===== src/rtl/register_file.sv =====
// RV32I integer register file: 32 x DWIDTH storage, two combinational read
// ports, one clocked write-back port. x0 always reads zero; x2 (sp) resets
// to SP_RESET and every other register resets to zero.
module register_file #(
  parameter int unsigned           DWIDTH   = 32,
  parameter logic [DWIDTH-1:0]     SP_RESET = 32'h0110_0000
) (
  input  logic              clk,
  input  logic              rst,
  input  logic [4:0]        rs1_i,
  input  logic [4:0]        rs2_i,
  input  logic [4:0]        rd_i,
  input  logic [DWIDTH-1:0] datawb_i,
  input  logic              regwren_i,
  output logic [DWIDTH-1:0] rs1data_o,
  output logic [DWIDTH-1:0] rs2data_o
);

  logic [DWIDTH-1:0] regs [32];

  // Reset image has priority; otherwise commit enabled write-back, dropping x0.
  always_ff @(posedge clk) begin
    if (rst) begin
      for (int unsigned i = 0; i < 32; i++) begin
        regs[i[4:0]] <= (i == 32'd2) ? SP_RESET : '0;
      end
    end else if (regwren_i && (rd_i != 5'd0)) begin
      regs[rd_i] <= datawb_i;
    end
  end

  // Combinational reads with no write bypass; index 0 is forced to zero
  // so x0 reads zero even before the first reset.
  always_comb begin
    rs1data_o = '0;
    rs2data_o = '0;
    if (rs1_i != 5'd0) rs1data_o = regs[rs1_i];
    if (rs2_i != 5'd0) rs2data_o = regs[rs2_i];
  end

endmodule


===== config.mk =====
export PLATFORM = sky130hd
export DESIGN_NAME = register_file
export DESIGN_NICKNAME = d
export VERILOG_FILES = /design/src/rtl/register_file.sv
export SDC_FILE = /design/constraint.sdc
export NUM_CORES = 2
export LEC_CHECK = 0
export BUFFER_PORTS_ARGS = -buffer_cell sky130_fd_sc_hd__buf_2
export CELL_PAD_IN_SITES_DETAIL_PLACEMENT = 0
export CELL_PAD_IN_SITES_GLOBAL_PLACEMENT = 2
export CORE_MARGIN = 2
export CORE_UTILIZATION = 34
export CTS_CLUSTER_SIZE = 25
export DETAILED_ROUTE_END_ITERATION = 16
export GPL_ROUTABILITY_DRIVEN = 0
export GPL_TIMING_DRIVEN = 1
export HOLD_SLACK_MARGIN = 0.03
export PLACE_DENSITY = 0.59
export SLEW_MARGIN = 20
export SYNTH_ARGS = -nofsm -noshare
export SYNTH_HDL_FRONTEND = slang
export SYNTH_SLANG_ARGS = --single-unit

===== constraint.sdc =====
create_clock -name clk -period 5.42 [get_ports clk]
set_clock_uncertainty 0.05 [all_clocks]
set_input_delay 0 -clock clk [delete_from_list [all_inputs] [get_ports clk]]
set_output_delay 0 -clock clk [all_outputs]
set_load 0.02 [all_outputs]

=== Yosys cells after proc, flatten, opt, wreduce, memory -nomap -nowiden ===
Memories as Yosys holds them, arrays and structs flattened.
Index checks and enable logic that the tools add are counted.

* Memories: 1
* Register bits after elaboration: 0
* Bits in writable memories: 1,024
* Output and inout bits: 64

* Multiplexer cells: 10
* Reductions and logical operators: 5

{| class="wikitable"
|+ Memories
! name !! words !! bits a word !! rd ports !! clocked after memory_dff !! wr ports !! line !! text
|-
| regs || 32 || 32 || 2 || 0 || 32 || 19 || <nowiki>logic [DWIDTH-1:0] regs [32];</nowiki>
|}

{| class="wikitable"
|+ Operator list
! kind !! number
|-
| $mux W32 || 3
|-
| $reduce_or A32 Y1 || 1
|-
| $reduce_bool A5 Y1 || 3
|-
| $mux W1 || 6
|-
| $mux W5 || 1
|-
| $logic_and A1 B1 Y1 || 1
|}

=== Depth between registers and ports, before layout ===
* Depth after elaboration: 7
* Mapped depth: 9
* Mapped depth without buffers: 4

=== Worst setup path after synthesis ===
OpenSTA, ideal clock, no wires.

* Kind: input-to-output
* Start: input port rs1_i[0]
* End: output port rs1data_o[30]
* Path buffers: 3
* Path slack: 3.388 ns
* Required time: 5.370 ns
* Arrival time: 1.982 ns
* Stages on the path: 6
* Cells stage by stage: clkbuf_2 > buf_6 > buf_4 > mux4_2 > mux2i_1 > a2111oi_0

* Cells in the longest elaborated chain, start to end: 2
* Elaborated cells between the ends (all ways): 3
* Classes of those cells: mux: 1; reduce/logical: 1; memory: 1

{| class="wikitable"
|+ RTL lines
! element !! line !! text
|-
| from (decl) || 10 || <nowiki>input logic [4:0] rs1_i,</nowiki>
|-
| $mem_v2 Z32 W32 / $reduce_bool A5 Y1 (equally long branches) || - ||
|-
| $mux W32 * || 37 || <nowiki>if (rs1_i != 5'd0) rs1data_o = regs[rs1_i];</nowiki>
|-
| to (decl) || 15 || <nowiki>output logic [DWIDTH-1:0] rs1data_o,</nowiki>
|}

Mark *: on every way between the ends. The rest lies on a longest branch, timed or not.

=== Final worst setup path ===
* Start: input port rs1_i[1]
* End: output port rs1data_o[11]

Same word-level chain as after synthesis.

==> metrics.yaml <==
run_status:
  status: "completed"
detailed_routing:
  routed_wl_mm: 205
  drt_first_pass_iters: 5
  final_antenna_net_count: 0
  drcViolationCount: 0
  num_vias: 33400
  vias_per_cell: 5.83
  drtIter0Drc: 3680
  avgRoutedWirePerCell_um: 35.9
global_route:
  grt_pass1_vias: 34900
  grt_max_degree: 91
  grt_pass1_wl_mm: 283
  grt_usage_pct: 25.1
  antenna_found_initial: 17
  gr-total-overflow: 0
hold_path:
  hold_depth: 3
  hold_class: "primary input to register"
finish:
  largest_register_ff_count: 1024
  finish.utilization_pct: 38.6
  regMostFlops: "regs"
  largest_registers: "regs (1024)"
  fin_nets: 3588
  drive_gt1_share_pct: 26.8
  area.growth.synth_to_final_pct: 12.8
  mostFrequentLayoutCell: "edfxtp_1"
  layout_common_cells: "edfxtp_1, and2_1, mux4_2"
yosys:
  synthTopCellsByArea: "edfxtp_1, mux4_2, and2_1, mux2i_1, clkbuf_1"
  synth_area_um2: 54200
  synth_cell_type_count: 43
  yosys.area.top_type_share_pct: 56.7
  syn_inst: 3502
  synth-seq-area-share_pct: 56.7
  yosysWarnings: 0
  synth_edf_count: 1024
  synth.avg_cell_area_um2: 15.5
  ys.flop_type: "edfxtp_1"
  async_reset_ff_share_pct: 0
  yosys.area.top_type: "edfxtp_1"
  ys_seq_elements: 1024
die:
  start_util_pct: 34.2
  core_area_um2: 158000
  dieHeight_um: 403
  die_area_um2: 163000
  die_w_um: 403
  io_pins: 114
  fp-row-count: 146
clock_network:
  ctsResizeCount: 0
  cts_root_buf: "clkbuf_16"
  cts_setup_buffers: 0
  clock_path_buffers: 3
  cts_tree: "done"
  htreeDepth: 3
  cts_buffers: 117
  clkSinkCount: 1024
  clk_pin_slew_ns: 0.06
sta:
  hold_viol_final: 0
  slew_headroom_pct: 22.5
  fin_ws_ns: 1.86
  max_freq_mhz: 281
  grt_setup_unrepaired: "no"
  worst_pin_slew_ns: 1.13
  slew_violations: 0
  period_needed_ns: 3.56
  setup-tns-final_ns: 0
  finalSetupViolations: 0
  finalCritPeriodShare_pct: 65.8
worst_setup_path:
  crit_end: "rs1data_o[11]"
  arrival_ns: 3.51
  start_kind: "primary input"
  worstPathMaxFanout: 40
  crit_type: "primary input to primary output"
  cp.required_ns: 5.37
  worstSetupStartpoint: "rs1_i[1]"
  critPathCaptureType: "primary output"
power_and_ir_drop:
  total_power_mw: 19.7
  power.density_nw_per_um2: 322
  ir_drop_mv: 0.272
  leakage_nw: 20.8
place:
  dp_hpwl_mm: 120
  dp_slack_ns: 1.85
  port_buffers: 113
run:
  maxCapViolCount: 0
## power breakdown
part           total [mW]  internal [mW]  switching (mW)  leakage [nW]
clock network        7.84           4.46            3.38          1.81
logic                2.43          0.958            1.47          9.21
registers            9.41           9.16           0.249          9.75
total                19.7           14.6            5.10          20.8
## synth_stat cells (30+ instances only)
| master | instances |
|---|---|
| o22ai_1 | 103 |
| nor2_1 | 36 |
| a2111oi_1 | 34 |
| buf_4 | 37 |
| nor3_1 | 54 |
| and2_1 | 993 |
| edfxtp_1 | 1024 |
| or2_2 | 33 |
| a22o_1 | 51 |
| clkbuf_1 | 274 |
| mux2i_1 | 150 |
| mux2_2 | 30 |
| mux4_2 | 472 |
| buf_2 | 40 |
## worst max-delay path: stages
cell and delay (ns):
buf_4 0.63, or3_2 0.87, buf_4 0.40, o22ai_1 0.13, a2111oi_1 0.79, nor3_1 0.36, buf_2 0.27
## metrics by stage
step | instance area (um2) | hold slack (ns) | cells
after global placement | 57000 | 0.584 | 5452
after detailed placement | 57000 | 0.592 | 5453
after floorplan | 54400 | 0.129 | 3533
after CTS | 61100 | 0.341 | 5709
final | 61100 | 0.383 | 5724
after global routing | 61100 | 0.370 | 5710
## metal layers
metal  GRT usage [%]  vias up  part of all wire [%]
met1            34.4    17800                    43
met3            4.84      327                   7.2
met5               0        -                 0.020
met2            39.8     1563                    46
li1                -    13700                     -
met4            8.84        6                   3.7
## worst min-delay path by stage
stage	from	slack [ns]	end
floorplan	datawb_i[20]	0.13	regs[2][20]$_SDFFCE_PN1P_
global placement	rst	0.58	regs[0][28]$_SDFFCE_PN0P_
detailed placement	rst	0.59	regs[0][24]$_SDFFCE_PN0P_
CTS	rst	0.34	regs[0][24]$_SDFFCE_PN0P_
global route	rst	0.37	regs[0][24]$_SDFFCE_PN0P_
finish	rst	0.38	regs[0][24]$_SDFFCE_PN0P_
## final cells by class
class / instances / area [um2]
Clock buffer: 142 / 3060
Clock inverter: 76 / 614
Timing Repair Buffer: 273 / 2040
Inverter: 2 / 7.51
Fill cell: 14400 / 97200
Sequential cell: 1024 / 30700
Multi-Input combinational cell: 2120 / 22000
Antenna cell: 15 / 37.5
Tap cell: 2072 / 2590
## cell families (layout without fill, tap and decap cells)
logic type,after synthesis,after routing,synth area share (%)
AOI/OAI and AO/OA,259,259,3.64
and+or+nand+nor,1177,1177,13.3
buffers and inverters,389,493,3.33
other,1,47,0.00691
muxes,652,652,23.0
DFF,1024,1024,56.7
## what timing repair did
action,in CTS,in global routing
hold buffers,38,0
endpoints found under the setup margin,0,0
hold endpoints to repair,999,0
Note: power is estimated with default switching activity, not from simulation.
